<file path="src/rtl/mem_arbiter.sv">
// Two-port (instruction/data) round-robin arbiter onto a single-port RAM,
// with a memory-mapped LED output register and switch input above the RAM range.
module mem_arbiter #(
  parameter int                ADDR_W    = 16,
  parameter int                DATA_W    = 32,
  parameter logic [ADDR_W-1:0] LEDR_ADDR = 16'h2000,
  parameter logic [ADDR_W-1:0] SW_ADDR   = 16'h2001
) (
  input  logic              clk,
  input  logic              reset,
  input  logic              i_i_read,
  input  logic [ADDR_W-1:0] i_i_addr,
  output logic              o_i_wait,
  output logic              o_i_rdvalid,
  output logic [DATA_W-1:0] o_i_rddata,
  input  logic              i_d_read,
  input  logic              i_d_write,
  input  logic [ADDR_W-1:0] i_d_addr,
  input  logic [DATA_W-1:0] i_d_wrdata,
  output logic              o_d_wait,
  output logic              o_d_rdvalid,
  output logic [DATA_W-1:0] o_d_rddata,
  output logic [ADDR_W-1:0] o_mem_addr,
  output logic              o_mem_wr,
  output logic [DATA_W-1:0] o_mem_wrdata,
  input  logic [DATA_W-1:0] i_mem_rddata,
  input  logic [7:0]        i_SW,
  output logic [7:0]        o_LEDR
);

  typedef enum logic [1:0] {
    IDLE   = 2'd0,
    RESP_I = 2'd1,
    RESP_D = 2'd2
  } state_t;

  state_t              state_q, state_d;
  logic                last_i_q, last_i_d;   // 1: instruction port granted most recently
  logic [7:0]          led_q, led_d;
  logic                resp_ram_q, resp_ram_d;
  logic [DATA_W-1:0]   resp_val_q, resp_val_d;
  logic                grant_i_s, grant_d_s, mem_wr_s, d_req_s;
  logic [DATA_W-1:0]   resp_data_s;

  assign d_req_s = i_d_read | i_d_write;

  // Arbitration, next-state and RAM request decode
  always_comb begin
    state_d    = state_q;
    last_i_d   = last_i_q;
    led_d      = led_q;
    resp_ram_d = resp_ram_q;
    resp_val_d = resp_val_q;
    grant_i_s  = 1'b0;
    grant_d_s  = 1'b0;
    mem_wr_s   = 1'b0;
    o_mem_addr = '0;
    case (state_q)
      IDLE: begin
        if (i_i_read && (!d_req_s || !last_i_q)) begin
          grant_i_s = 1'b1;
        end else if (d_req_s) begin
          grant_d_s = 1'b1;
        end else begin
          grant_i_s = 1'b0;
        end
        if (grant_i_s) begin
          last_i_d   = 1'b1;
          o_mem_addr = i_i_addr;
          resp_ram_d = (i_i_addr < LEDR_ADDR);
          resp_val_d = '0;
          state_d    = RESP_I;
        end else if (grant_d_s) begin
          last_i_d   = 1'b0;
          o_mem_addr = i_d_addr;
          if (i_d_read) begin
            state_d    = RESP_D;
            resp_ram_d = (i_d_addr < LEDR_ADDR);
            // Switches are captured now so the returned value reflects the grant cycle
            resp_val_d = (i_d_addr == SW_ADDR) ? {{(DATA_W-8){1'b0}}, i_SW} : '0;
          end else if (i_d_addr < LEDR_ADDR) begin
            mem_wr_s = 1'b1;
          end else if (i_d_addr == LEDR_ADDR) begin
            led_d = i_d_wrdata[7:0];
          end else begin
            mem_wr_s = 1'b0;
          end
        end else begin
          state_d = IDLE;
        end
      end
      RESP_I:  state_d = IDLE;
      RESP_D:  state_d = IDLE;
      default: state_d = IDLE;
    endcase
  end

  // State, round-robin flag, LED register and pending-response capture
  always_ff @(posedge clk) begin
    if (reset) begin
      state_q    <= IDLE;
      last_i_q   <= 1'b0;
      led_q      <= 8'h00;
      resp_ram_q <= 1'b0;
      resp_val_q <= '0;
    end else begin
      state_q    <= state_d;
      last_i_q   <= last_i_d;
      led_q      <= led_d;
      resp_ram_q <= resp_ram_d;
      resp_val_q <= resp_val_d;
    end
  end

  assign resp_data_s  = resp_ram_q ? i_mem_rddata : resp_val_q;
  assign o_i_wait     = i_i_read & ~grant_i_s;
  assign o_d_wait     = d_req_s & ~grant_d_s;
  assign o_i_rdvalid  = (state_q == RESP_I);
  assign o_d_rdvalid  = (state_q == RESP_D);
  assign o_i_rddata   = o_i_rdvalid ? resp_data_s : '0;
  assign o_d_rddata   = o_d_rdvalid ? resp_data_s : '0;
  assign o_mem_wr     = mem_wr_s & ~reset;
  assign o_mem_wrdata = i_d_wrdata;
  assign o_LEDR       = led_q;

endmodule

</file>
<file path="config.mk">
export PLATFORM = sky130hd
export DESIGN_NAME = mem_arbiter
export DESIGN_NICKNAME = d
export VERILOG_FILES = /design/src/rtl/mem_arbiter.sv
export SDC_FILE = /design/constraint.sdc
export NUM_CORES = 1
export LEC_CHECK = 0
export BUFFER_PORTS_ARGS = -buffer_cell sky130_fd_sc_hd__buf_4
export CORE_AREA = 2 2 90 92
export CTS_BUF_LIST = sky130_fd_sc_hd__clkbuf_4
export DETAILED_ROUTE_END_ITERATION = 7
export DIE_AREA = 0 0 92 94
export SLEW_MARGIN = 15
export SYNTH_ARGS = -nofsm -noshare
export SYNTH_HDL_FRONTEND = slang
export SYNTH_SLANG_ARGS = --single-unit
</file>
<file path="constraint.sdc">
create_clock -name clk -period 1.77 [get_ports clk]
set_input_delay 0.354 -clock clk [delete_from_list [all_inputs] [get_ports clk]]
set_output_delay 0.354 -clock clk [all_outputs]
set_load 0.01 [all_outputs]
</file>
==> results of run 1 <==
## metrics by stage
| step | worst slack (ns) | power, mW | utilization [%] | cells |
|---|---|---|---|---|
| floorplan | 0.0871 | 0.836 | - | 264 |
| global placement | -0.296 | 1.16 | 42.9 | 520 |
| detailed placement | -0.366 | 1.17 | 42.9 | 520 |
| CTS | -0.241 | 1.44 | 44.8 | 527 |
| global route | -0.284 | 1.83 | 56.7 | 541 |
| finish | -0.209 | 1.73 | 56.7 | 541 |
## cell type report
class,instances,area share [%]
Clock buffer,3,0.522
Clock inverter,1,0.0870
Inverter,10,0.870
Multi-Input combinational cell,185,37.3
Sequential cell,20,9.51
Tap cell,102,2.96
Timing Repair Buffer,220,48.7
## flip-flops by register name (all words and copies together) (netlist names)
name / count
state_q: 2
resp_val_q: 8
o_LEDR: 8
last_i_q: 1
resp_ram_q: 1
## cell families (layout without fill, tap and decap cells)
family                 count (synthesis)  after routing  share of synthesized area, %
multiplexers                           8              8                          4.28
buffers and inverters                 59            234                          18.4
AO/OA/AOI/OAI                         46             46                          17.8
flip-flops                            20             20                          21.4
AND/OR/NAND/NOR                      131            131                          38.1
## metal layers
metal | share of wire (%) | GRT usage (%)
met5 | 0 | 0
met4 | 1.2 | 3.98
met3 | 6.7 | 3.61
met1 | 34 | 16.7
met2 | 58 | 34.9
## repair_timing
item,4_1_cts,5_1_grt
setup endpoints to repair,67,83
setup buffers,2,5
pin swaps,1,25
gates resized for setup,20,175
gates cloned,1,9
endpoints found under the hold margin,0,0
## where the power goes
group          switching, mW  leakage (nW)  total (mW)  internal [mW]
Clock                  0.138        0.0154       0.220         0.0820
Combinational          0.481          1.67        1.04          0.555
Sequential            0.0123         0.164       0.472          0.460
Total                  0.631          1.85        1.73           1.10
## worst min-delay path, delay by kind of cell
| family | cells | cell delay, ns |
|---|---|---|
| AOI/OAI and AO/OA | 1 | 0.05 |
| buffers and inverters | 2 | 0.15 |
## path summary, 6_finish.rpt
check	from	endpoint	slack [ns]
hold / removal	i_SW[2]	resp_val_q[2]	0.29
hold reg to reg	resp_val_q[6]	resp_val_q[6]	0.49
setup reg to reg	state_q[1]	o_LEDR[1]	0.01
setup / recovery	state_q[1]	o_mem_addr[13]	-0.21
## placed cells by master (no fill, tap or decap), types with 2 or more instances in the layout
cell type                   synthesis  routed
sky130_fd_sc_hd__buf_4             32     147
sky130_fd_sc_hd__buf_6              0      57
sky130_fd_sc_hd__nor2_4             0      43
sky130_fd_sc_hd__nand2_1           25      25
sky130_fd_sc_hd__nor2_2             1      16
sky130_fd_sc_hd__dfxtp_1           20      16
sky130_fd_sc_hd__a22o_1            15      15
sky130_fd_sc_hd__nor2_1            68      10
sky130_fd_sc_hd__a21oi_1           10      10
sky130_fd_sc_hd__nand4_1            8       8
sky130_fd_sc_hd__inv_1             10       8
sky130_fd_sc_hd__o2bb2ai_1          8       8
sky130_fd_sc_hd__clkbuf_16          0       8
sky130_fd_sc_hd__o21ai_1            5       6
sky130_fd_sc_hd__mux2i_4            0       5
sky130_fd_sc_hd__buf_12             0       5
sky130_fd_sc_hd__mux2i_2            0       3
sky130_fd_sc_hd__or4_4              3       3
sky130_fd_sc_hd__clkbuf_4           0       3
sky130_fd_sc_hd__nand2b_4           0       2
sky130_fd_sc_hd__inv_2              0       2
sky130_fd_sc_hd__nand4b_1           2       2
sky130_fd_sc_hd__nor3_1             3       2
sky130_fd_sc_hd__nor4b_4            2       2
sky130_fd_sc_hd__o21ai_0            3       2
sky130_fd_sc_hd__or4_1              2       2
sky130_fd_sc_hd__buf_8              0       2
sky130_fd_sc_hd__dfxtp_2            0       2
sky130_fd_sc_hd__dfxtp_4            0       2
==> qor.json, run 1 <==
{
  "multi_input_comb_area_um2": 1610,
  "timing.final.crit_period_ns": 1.98,
  "floorplan.initialDensity_pct": 24.6,
  "cts_hold_repair.buffers": 0,
  "max-clock-path-buffers": 2,
  "globalRouteTotalUtil_pct": 16.8,
  "r2r.worst_path.cells": 7,
  "placement.cell_area_um2": 3270,
  "finish.net_count": 549,
  "cp-start-kind": "register",
  "finClkSkew_ns": 0.0128,
  "worst-slew-pin-transition_ns": 0.369,
  "timing.final.max_slew_violations": 0,
  "yosysSeqAreaShare_pct": 21.4,
  "detail_route.first_pass.iterations": 4,
  "drtAntennaViolNets": 0,
  "via_count": 2638,
  "synth_largest_type_area_fraction_pct": 21.4,
  "design.portCount": 234,
  "critical_path_required_ns": 1.42,
  "critical_path_cell_count": 6,
  "maximum_net_fanout_on_the_critical_path": 8,
  "antenna_cells": 0,
  "tritoncts_clock_tree": "yes",
  "run_status": "complete, but fails checks",
  "final_area_um2": 4320,
  "wl_per_cell_um": 17.9,
  "route.detailed.drc": 0,
  "crit_path_cell_trace": "buf_6, nor4_4, buf_6, clkbuf_16, a22o_1, buf_4",
  "leakagePower_nw": 1.85,
  "dp.final_hpwl_um": 6450,
  "violations": "setup timing",
  "grt_pass1_wl_um": 11700,
  "whs_path_depth": 3,
  "synth_cells": 264,
  "setup_total_negative_slack_ns": -6.90,
  "grt_max_degree": 28,
  "worst_relative_slew_slack_pct": 75.2,
  "via_count_of_the_first_global_routing_pass": 2408,
  "cts_root_buffer": "sky130_fd_sc_hd__clkbuf_4",
  "cp.arrival_ns": 1.62,
  "synth_cell_types": 38,
  "count_of_h_tree_levels_built_during_cts": 1,
  "grt_overflow_total": 0,
  "core_um2": 7610,
  "finalWeightedCongestion": 0.771,
  "finalWirelength_um": 9680,
  "vdd.ir_drop.worst_mv": 0.210,
  "synth_top_cells_by_count": "sky130_fd_sc_hd__nor2_1, sky130_fd_sc_hd__buf_4, sky130_fd_sc_hd__nand2_1",
  "max_freq_mhz": 505,
  "clk_pin_slew_worst_paths_ns": 0.12,
  "first_iter_violations": 49,
  "max_cap_violations": 0,
  "tritoncts_buffers": 3,
  "synth_warnings": 0,
  "mappedNetlistNets": 373,
  "setup_violations": 63,
  "async_flop_share_pct": 0,
  "route.detailed.vias_per_inst": 4.88,
  "synth_edf_count": 0,
  "clock_insertion_delay_at_the_later_pin_of_the_skew_report_ns": 0.30,
  "grt_setup_unrepaired": "yes",
  "critical_path.n_buffers_inverters": 4,
  "cpPeakStageDelay_ns": 0.37,
  "hold_slack_ns": 0.292,
  "synth_most_common_cell": "sky130_fd_sc_hd__nor2_1",
  "num_rows": 32,
  "post_synthesis_register_bit_count": 20,
  "cts.sink_count": 20,
  "yosys_most_used_dff": "sky130_fd_sc_hd__dfxtp_1",
  "critical-path-top-delay-family": "buffers and inverters",
  "syn_avg_cell_area_um2": 7.09,
  "timing_worst_setup_path_type": "reg2out",
  "placement.io_buffers": 185,
  "sequential_cell_area_um2": 410,
  "final.period_utilization_pct": 112,
  "ys_top_cells_by_area": "sky130_fd_sc_hd__dfxtp_1, sky130_fd_sc_hd__nor2_1, sky130_fd_sc_hd__buf_4",
  "fillerInstances": 669,
  "die_w_um": 92,
  "syn2layout_area_growth_pct": 131,
  "finalWorstSetupSlack_ns": -0.209,
  "hold_path.class": "in2reg",
  "synth_largest_area_cell": "sky130_fd_sc_hd__dfxtp_1",
  "synth.cell_area_um2": 1870,
  "floorplan.die_area_um2": 8650,
  "crit_top_cell": "sky130_fd_sc_hd__buf_6",
  "layout-drive-gt1-share_pct": 71.8,
  "critPathSlowestCell": "sky130_fd_sc_hd__dfxtp_4",
  "cellPowerDensity_nw_per_um2": 400,
  "timing_hold_violations_final": 0,
  "endpoint_kind": "output pin",
  "die_height_um": 94,
  "grt_antenna_before_repair": 0
}
(Power assumes the default switching activity.)
==> inputs of run 2 (changes only) <==
MAX_ROUTING_LAYER = met4   (was default)
==> run 2 against run 1 <==
Power is essentially flat. Register-to-register slack about the same. Die area is the same. Maximum frequency is essentially flat. Wire length rose by 0.42%. Clock skew about the same. The flow still finishes with violations (setup timing).
==> qor.json, run 2 (synthesized netlist as in run 1, its figures left out) <==
{
  "grt_antenna_before_repair": {"value": 0, "change": "unchanged"},
  "core": {"value": 7610, "unit": "um^2", "change": "unchanged"},
  "cts_root_buffer": "sky130_fd_sc_hd__clkbuf_4",
  "met2_usage": {"value": 35.0, "unit": "%", "change": "+0.061 points"},
  "cpPeakStageDelay": {"value": 0.37, "unit": "ns", "change": "about the same"},
  "leakagePower": {"value": 1.85, "unit": "nW", "change": "unchanged"},
  "grt_overflow_total": {"value": 0, "change": "unchanged"},
  "via_count_of_the_first_global_routing_pass": {"value": 2409, "change": "+0.042%"},
  "clk_pin_slew_worst_paths": {"value": 0.12, "unit": "ns", "change": "about the same"},
  "setup_violations": {"value": 65, "change": "+3.2%"},
  "multi_input_comb_area": {"value": 1610, "unit": "um^2", "change": "unchanged"},
  "timing_worst_setup_path_type": "reg2out",
  "design.portCount": {"value": 234, "change": "unchanged"},
  "worst-slew-pin-transition": {"value": 0.369, "unit": "ns", "change": "-0.000000119 ns"},
  "sequential_cell_area": {"value": 410, "unit": "um^2", "change": "unchanged"},
  "critical_path_required": {"value": 1.42, "unit": "ns", "change": "about the same"},
  "grt_pass1_wl": {"value": 11700, "unit": "um", "change": "about the same"},
  "cp.arrival": {"value": 1.62, "unit": "ns", "change": "about the same"},
  "hold_path.class": "in2reg",
  "crit_path_cell_trace": "buf_6, nor4_4, buf_6, clkbuf_16, a22o_1, buf_4",
  "run_status": "complete, but fails checks",
  "route.detailed.drc": {"value": 0, "change": "unchanged"},
  "max_freq": {"value": 505, "unit": "MHz", "change": "about the same"},
  "floorplan.die_area": {"value": 8650, "unit": "um^2", "change": "unchanged"},
  "critical_path.n_buffers_inverters": {"value": 4, "change": "unchanged"},
  "num_rows": {"value": 32, "change": "unchanged"},
  "finalWeightedCongestion": {"value": 0.782, "change": "+1.3%"},
  "cts.sink_count": {"value": 20, "change": "unchanged"},
  "tritoncts_buffers": {"value": 3, "change": "unchanged"},
  "layout.cells.most_common": "sky130_fd_sc_hd__buf_4",
  "vdd.ir_drop.worst": {"value": 0.210, "unit": "mV", "change": "about the same"},
  "endpoint_kind": "output pin",
  "detail_route.first_pass.iterations": {"value": 4, "change": "unchanged"},
  "timing.final.max_slew_violations": {"value": 0, "change": "unchanged"},
  "fin_cells": {"value": 541, "change": "unchanged"},
  "syn2layout_area_growth": {"value": 131, "unit": "%", "change": "unchanged"},
  "placement.io_buffers": {"value": 185, "change": "unchanged"},
  "layout-drive-gt1-share": {"value": 71.8, "unit": "%", "change": "unchanged"},
  "cp-start-kind": "register",
  "clock_insertion_delay_at_the_later_pin_of_the_skew_report": {"value": 0.30, "unit": "ns", "change": "about the same"},
  "busiest_layer_in_global_routing": "met2",
  "die_w": {"value": 92, "unit": "um", "change": "unchanged"},
  "violations": "setup timing",
  "tritoncts_clock_tree": "yes",
  "most_frequent_cells_in_the_layout": "sky130_fd_sc_hd__buf_4, sky130_fd_sc_hd__buf_6, sky130_fd_sc_hd__nor2_4, sky130_fd_sc_hd__nand2_1",
  "floorplan.initialDensity": {"value": 24.6, "unit": "%", "change": "unchanged"},
  "first_iter_violations": {"value": 41, "change": "-16%"},
  "timing_hold_violations_final": {"value": 0, "change": "unchanged"},
  "globalRouteTotalUtil": {"value": 17.3, "unit": "%", "change": "+0.46 points"},
  "cellPowerDensity": {"value": 401, "unit": "nW/um^2", "change": "about the same"},
  "route.detailed.vias_per_inst": {"value": 4.86, "change": "-0.34%"},
  "maximum_net_fanout_on_the_critical_path": {"value": 8, "change": "unchanged"},
  "crit_top_cell": "sky130_fd_sc_hd__buf_6",
  "utilization": {"value": 56.7, "unit": "%", "change": "unchanged"},
  "drtAntennaViolNets": {"value": 0, "change": "unchanged"},
  "max_cap_violations": {"value": 0, "change": "unchanged"},
  "critical-path-top-delay-family": "buffers and inverters",
  "grt_max_degree": {"value": 28, "change": "unchanged"},
  "global_route.usage.met1": {"value": 17.1, "unit": "%", "change": "+0.34 points"},
  "dp_cells": {"value": 520, "change": "unchanged"},
  "finish.net_count": {"value": 549, "change": "unchanged"},
  "dp.final_hpwl": {"value": 6450, "unit": "um", "change": "unchanged"},
  "groute.layer.met3.usage": {"value": 2.97, "unit": "%", "change": "-0.64 points"},
  "finClkSkew": {"value": 0.0124, "unit": "ns", "change": "-0.000429 ns"},
  "fillerInstances": {"value": 669, "change": "unchanged"},
  "wl_per_cell": {"value": 18.0, "unit": "um", "change": "+0.42%"},
  "finalWorstSetupSlack": {"value": -0.209, "unit": "ns", "change": "-0.000103 ns"},
  "worst_relative_slew_slack": {"value": 75.2, "unit": "%", "change": "about the same"},
  "via_count": {"value": 2629, "change": "-0.34%"},
  "grt_setup_unrepaired": "yes",
  "timing.final.crit_period": {"value": 1.98, "unit": "ns", "change": "+0.000103 ns"},
  "max-clock-path-buffers": {"value": 2, "change": "unchanged"},
  "antenna_cells": {"value": 0, "change": "unchanged"},
  "final.period_utilization": {"value": 112, "unit": "%", "change": "about the same"},
  "finalWirelength": {"value": 9720, "unit": "um", "change": "+0.42%"},
  "critPathSlowestCell": "sky130_fd_sc_hd__dfxtp_4",
  "die_height": {"value": 94, "unit": "um", "change": "unchanged"},
  "count_of_h_tree_levels_built_during_cts": {"value": 1, "change": "unchanged"},
  "cts_hold_repair.buffers": {"value": 0, "change": "unchanged"}
}
[run 2: cell counts in the layout (fill, tap and decap cells not counted)]
No cell type changed its count.
[run 2: through the flow]
| step | worst slack [ns] | TNS [ns] | hold slack, ns | power [mW] | cell area [um^2] |
|---|---|---|---|---|---|
| after floorplan | 0.0871 | 0 | 0.426 | 0.836 | 1870 |
| after CTS | -0.241 | -3.69 | 0.283 | 1.44 | 3410 |
| final | -0.209 | -6.96 | 0.291 | 1.73 | 4320 |
| after detailed placement | -0.366 | -5.53 | 0.451 | 1.17 | 3270 |
| after global routing | -0.284 | -13.42 | 0.275 | 1.83 | 4320 |
| after global placement | -0.296 | -4.60 | 0.452 | 1.16 | 3270 |
[run 2: repair_timing]
item | 4_1_cts | 5_1_grt
setup buffers | 2 | 5
pin swaps | 1 | 25
gates cloned | 1 | 9
endpoints found under the setup margin | 67 | 83
gates resized for setup | 20 | 175
[run 2: final cells by class]
class | count | area share, %
multi-input cells | 185 | 37.3
clock inverters | 1 | 0.0870
flip-flops and latches | 20 | 9.51
inverters | 10 | 0.870
repair buffers | 220 | 48.7
well taps | 102 | 2.96
clock buffers | 3 | 0.522
[run 2: power by group]
part	total, mW	leakage (nW)	internal [mW]	switching (mW)
Sequential	0.472	0.164	0.460	0.0123
Clock	0.221	0.0154	0.0820	0.139
Combinational	1.04	1.67	0.555	0.481
[run 2: final timing paths]
check | from | to | slack (ns) | cells after the start
worst min register to register | resp_val_q[6] | resp_val_q[6] | 0.49 | 1
worst min-delay path | i_SW[2] | resp_val_q[2] | 0.29 | 3
worst max-delay path | state_q[1] | o_mem_addr[13] | -0.21 | 6
worst max register to register | state_q[1] | o_LEDR[1] | 0 | 7
[run 2: worst min-delay path: cells and delay by family]
kind | cells | cell delay, ns
buffers and inverters | 2 | 0.15
AOI/OAI and AO/OA | 1 | 0.05
[run 2: routing by layer]
metal  up-vias  wire length [um]
li1       1231                 -
met4         0               102
met5         -                 0
met1      1244              3330
met3         8               604
met2       146              5690
==> inputs of run 3 (changes only) <==
ABC_AREA = 1   (was default)
CORE_AREA = 2 2 89 91   (was 2 2 90 92)
DIE_AREA = 0 0 91 93   (was 0 0 92 94)
PLACE_DENSITY = 0.64   (was default)
==> run 3 against run 2 <==
The flow still finishes with violations (setup timing). Wire length fell by 12%. Worst setup slack improved by 0.16 ns. Synthesized cell count rose by 41%. Combinational power fell by 29%. Critical path depth did not move. Cell area fell by 9.9%. Register-to-register slack improved by 0.35 ns. Largest cell class unchanged.
==> qor.json, run 3 <==
{
  "floorplan.die_area": {"value": 8460, "unit": "um^2", "change": "-2.1%"},
  "synth_largest_type_area_fraction": {"value": 19.6, "unit": "%", "change": "-1.7 points"},
  "synth_cell_types": {"value": 22, "change": "-42%"},
  "share_seq_of_total_power": {"value": 33.0, "unit": "%", "change": "+5.7 points"},
  "most_frequent_cells_in_the_layout": "sky130_fd_sc_hd__buf_4, sky130_fd_sc_hd__nand2_1, sky130_fd_sc_hd__inv_1, sky130_fd_sc_hd__nor2_1, sky130_fd_sc_hd__nor3_2",
  "final.period_utilization": {"value": 103, "unit": "%", "change": "-9.0 points"},
  "finClkSkew": {"value": 0.00391, "unit": "ns", "change": "-0.00846 ns"},
  "leakagePower": {"value": 2.08, "unit": "nW", "change": "+12%"},
  "maximum_net_fanout_on_the_critical_path": {"value": 9, "change": "+1"},
  "worst_r2r_startpoint": "state_q[1]",
  "p_sw_share": {"value": 37.5, "unit": "%", "change": "+0.94 points"},
  "max-clock-path-buffers": {"value": 2, "change": "unchanged"},
  "clk_pin_slew_worst_paths": {"value": 0.11, "unit": "ns", "change": "about the same"},
  "clock_power_share": {"value": 15.5, "unit": "%", "change": "+2.7 points"},
  "cts.sink_count": {"value": 20, "change": "unchanged"},
  "tritoncts_buffers": {"value": 3, "change": "unchanged"},
  "first_iter_violations": {"value": 67, "change": "+63%"},
  "post_synthesis_register_bit_count": {"value": 20, "change": "unchanged"},
  "floorplan.initialDensity": {"value": 27.1, "unit": "%", "change": "+2.5 points"},
  "timing.final.max_slew_violations": {"value": 0, "change": "unchanged"},
  "cellPowerDensity": {"value": 371, "unit": "nW/um^2", "change": "-7.3%"},
  "syn2layout_area_growth_pct": 90.7,
  "via_count": {"value": 2824, "change": "+7.4%"},
  "whs_path_depth": {"value": 2, "change": "-1"},
  "dpl_worst_slack": {"value": 0.0441, "unit": "ns", "change": "+0.410 ns"},
  "run_status": "complete, but fails checks",
  "die_w": {"value": 91, "unit": "um", "change": "-1.1%"},
  "synth_most_common_cell": "sky130_fd_sc_hd__nand2_1",
  "cts_hold_repair.buffers": {"value": 0, "change": "unchanged"},
  "combinationalPowerShare": {"value": 51.4, "unit": "%", "change": "-8.5 points"},
  "synth_top_cells_by_count": "sky130_fd_sc_hd__nand2_1, sky130_fd_sc_hd__inv_1, sky130_fd_sc_hd__nor2_1",
  "max_cap_violations": {"value": 0, "change": "unchanged"},
  "cp-start-kind": "register",
  "synth_largest_area_cell": "sky130_fd_sc_hd__dfxtp_1",
  "mappedNetlistNets": {"value": 481, "change": "+29%"},
  "power.total": {"value": 1.44, "unit": "mW", "change": "-17%"},
  "tritoncts_clock_tree": "yes",
  "layout.cells.most_common": "sky130_fd_sc_hd__buf_4",
  "violations": "setup timing",
  "critical_path_required": {"value": 1.42, "unit": "ns", "change": "about the same"},
  "cpPeakStageDelay": {"value": 0.39, "unit": "ns", "change": "+0.02 ns"},
  "synth.cell_area": {"value": 2040, "unit": "um^2", "change": "+8.9%"},
  "yosysSeqAreaShare": {"value": 19.6, "unit": "%", "change": "-1.7 points"},
  "async_flop_share": {"value": 0, "unit": "%", "change": "unchanged"},
  "synth_edf_count": {"value": 0, "change": "unchanged"},
  "timing_worst_setup_path_type": "reg2out",
  "route.detailed.drc": {"value": 0, "change": "unchanged"},
  "grt_pass1_wl": {"value": 12000, "unit": "um", "change": "+2.4%"},
  "max_freq": {"value": 550, "unit": "MHz", "change": "+8.8%"},
  "globalRouteTotalUtil": {"value": 17.5, "unit": "%", "change": "+0.22 points"},
  "crit_top_cell": "sky130_fd_sc_hd__inv_2",
  "detail_route.first_pass.iterations": {"value": 4, "change": "unchanged"},
  "grt_antenna_before_repair": {"value": 0, "change": "unchanged"},
  "finish.net_count": {"value": 643, "change": "+17%"},
  "placement.io_buffers": {"value": 185, "change": "unchanged"},
  "setup_violations": {"value": 4, "change": "-94%"},
  "syn_avg_cell_area": {"value": 5.48, "unit": "um^2", "change": "-23%"},
  "timing_hold_violations_final": {"value": 0, "change": "unchanged"},
  "critPathSlowestCell": "sky130_fd_sc_hd__dfxtp_2",
  "worst_relative_slew_slack": {"value": 77.7, "unit": "%", "change": "+2.5 points"},
  "ys_top_cells_by_area": "sky130_fd_sc_hd__dfxtp_1, sky130_fd_sc_hd__nand2_1, sky130_fd_sc_hd__nor3_1",
  "r2r_slack": {"value": 0.35, "unit": "ns", "change": "+0.35 ns"},
  "via_count_of_the_first_global_routing_pass": {"value": 2560, "change": "+6.3%"},
  "dp.final_hpwl": {"value": 6390, "unit": "um", "change": "-0.93%"},
  "r2r.worst_path.cells": {"value": 8, "change": "+1"},
  "core": {"value": 7530, "unit": "um^2", "change": "-1.1%"},
  "min_from": "reset",
  "grt_max_degree": {"value": 33, "change": "+18%"},
  "grt_setup_unrepaired": "yes",
  "hold_path.class": "in2reg",
  "worst-slew-pin-transition": {"value": 0.334, "unit": "ns", "change": "-0.0349 ns"},
  "timing.final.crit_period": {"value": 1.82, "unit": "ns", "change": "-0.160 ns"},
  "sequential_cell_area": {"value": 413, "unit": "um^2", "change": "+0.61%"},
  "fillerInstances": {"value": 755, "change": "+13%"},
  "route.detailed.vias_per_inst": {"value": 4.45, "change": "-8.5%"},
  "setup_total_negative_slack": {"value": -0.0721, "unit": "ns", "change": "+6.89 ns"},
  "p_int": {"value": 0.902, "unit": "mW", "change": "-18%"},
  "r2r_end": "o_LEDR[5]",
  "finalWirelength": {"value": 8580, "unit": "um", "change": "-12%"},
  "antenna_cells": {"value": 0, "change": "unchanged"},
  "cp.arrival": {"value": 1.46, "unit": "ns", "change": "-0.16 ns"},
  "drtAntennaViolNets": {"value": 0, "change": "unchanged"},
  "yosys_most_used_dff": "sky130_fd_sc_hd__dfxtp_1",
  "finalWeightedCongestion": {"value": 0.838, "change": "+7.2%"},
  "count_of_h_tree_levels_built_during_cts": {"value": 1, "change": "unchanged"},
  "synth_cells": {"value": 372, "change": "+41%"},
  "vdd.ir_drop.worst": {"value": 0.238, "unit": "mV", "change": "+13%"},
  "wl_per_cell": {"value": 13.5, "unit": "um", "change": "-25%"},
  "multi_input_comb_area": {"value": 1390, "unit": "um^2", "change": "-14%"},
  "grt_overflow_total": {"value": 0, "change": "unchanged"},
  "crit_path_cell_trace": "inv_2, nor2_2, inv_2, buf_6, nor3_1, buf_4",
  "endpoint_kind": "output pin",
  "num_rows": {"value": 32, "change": "unchanged"},
  "clock_insertion_delay_at_the_later_pin_of_the_skew_report": {"value": 0.30, "unit": "ns", "change": "about the same"},
  "netSwitchingPower": {"value": 0.541, "unit": "mW", "change": "-14%"},
  "cts_root_buffer": "sky130_fd_sc_hd__clkbuf_4",
  "whs_endpoint": "resp_ram_q",
  "die_height": {"value": 93, "unit": "um", "change": "-1.1%"},
  "synth_warnings": {"value": 0, "change": "unchanged"},
  "design.portCount": {"value": 234, "change": "unchanged"},
  "layout-drive-gt1-share": {"value": 53.5, "unit": "%", "change": "-18 points"},
  "finalWorstSetupSlack": {"value": -0.0489, "unit": "ns", "change": "+0.160 ns"}
}
[run 3: cell types whose count changed after synthesis, moves of 4 or more]
cell and delta:
sky130_fd_sc_hd__inv_2 +4, sky130_fd_sc_hd__o21ai_1 -5, sky130_fd_sc_hd__nor2_1 -13, sky130_fd_sc_hd__a22o_1 -15, sky130_fd_sc_hd__nor3_1 +47, sky130_fd_sc_hd__mux2i_1 -5, sky130_fd_sc_hd__clkbuf_1 -4, sky130_fd_sc_hd__nand4_1 -5
sky130_fd_sc_hd__inv_1 +52, sky130_fd_sc_hd__o2bb2ai_1 -8, sky130_fd_sc_hd__o21ai_0 +9, sky130_fd_sc_hd__nand3_1 +12, sky130_fd_sc_hd__nand2_1 +56
[run 3: layer usage]
layer | part of all wire (%) | track usage [%]
met3 | 6.4 | 2.42
met5 | 0 | -
met4 | 2.1 | 3.41
met2 | 54 | 33.4
met1 | 38 | 19.5
[run 3: through the flow]
| stage | hold slack (ns) | instances | area, um^2 | util, % |
|---|---|---|---|---|
| 6_report | 0.244 | 635 | 3890 | 51.6 |
| 5_1_grt | 0.236 | 635 | 3890 | 51.6 |
| 4_1_cts | 0.233 | 629 | 3480 | 46.3 |
| 3_5_place_dp | 0.455 | 623 | 3350 | 44.5 |
| 3_3_place_gp | 0.457 | 623 | 3350 | 44.5 |
| 2_1_floorplan | 0.423 | 372 | 2040 | - |
[run 3: power by group through the flow]
stage | combinational, mW | clock, mW | sequential [mW]
2_1_floorplan | 0.339 | 0 | 0.483
3_3_place_gp | 0.611 | 0 | 0.485
3_5_place_dp | 0.618 | 0 | 0.485
4_1_cts | 0.648 | 0.238 | 0.477
5_1_grt | 0.808 | 0.254 | 0.479
6_report | 0.743 | 0.224 | 0.477
[run 3: logic make-up (layout without fill, tap and decap cells)]
logic type / after synthesis / count (layout) / share of synthesized area [%]
AND/OR/NAND/NOR: 211 / 211 / 44.7
AO/OA/AOI/OAI: 23 / 23 / 5.83
multiplexers: 3 / 3 / 1.47
buffers and inverters: 115 / 276 / 28.4
flip-flops: 20 / 20 / 19.6
[run 3: final cells by class]
type / count / share of cell area [%]
timing repair buffer: 206 / 43.1
multi-input combinational: 237 / 35.8
sequential: 20 / 10.6
inverter: 66 / 6.57
tap: 102 / 3.28
clock buffer: 3 / 0.579
clock inverter: 1 / 0.0966
[run 3: repair_timing]
| action | CTS | global route |
|---|---|---|
| pin swaps | 3 | 3 |
| resized for setup | 22 | 82 |
| buffers inserted | 1 | 3 |
| endpoints found under the setup margin | 77 | 76 |
| gates cloned | 1 | 3 |
[run 3: worst max-delay path by stage]
stage / from / end / slack [ns] / depth (start not counted)
after global routing: state_q[1] / o_d_rddata[8] / -0.11 / 6
after global placement: i_d_write / o_mem_addr[10] / 0.06 / 10
after CTS: state_q[0] / o_i_rddata[16] / -0.02 / 6
after floorplan: state_q[0] / o_i_rddata[29] / 0.18 / 5
final: state_q[1] / o_d_rddata[8] / -0.05 / 6
after detailed placement: i_d_read / o_mem_addr[13] / 0.04 / 8
[run 3: critical path: cells and delay by family, from the launching register on]
family | cells | cell delay, ns
buf+inv | 4 | 0.46
flops | 1 | 0.39
simple gates | 2 | 0.32
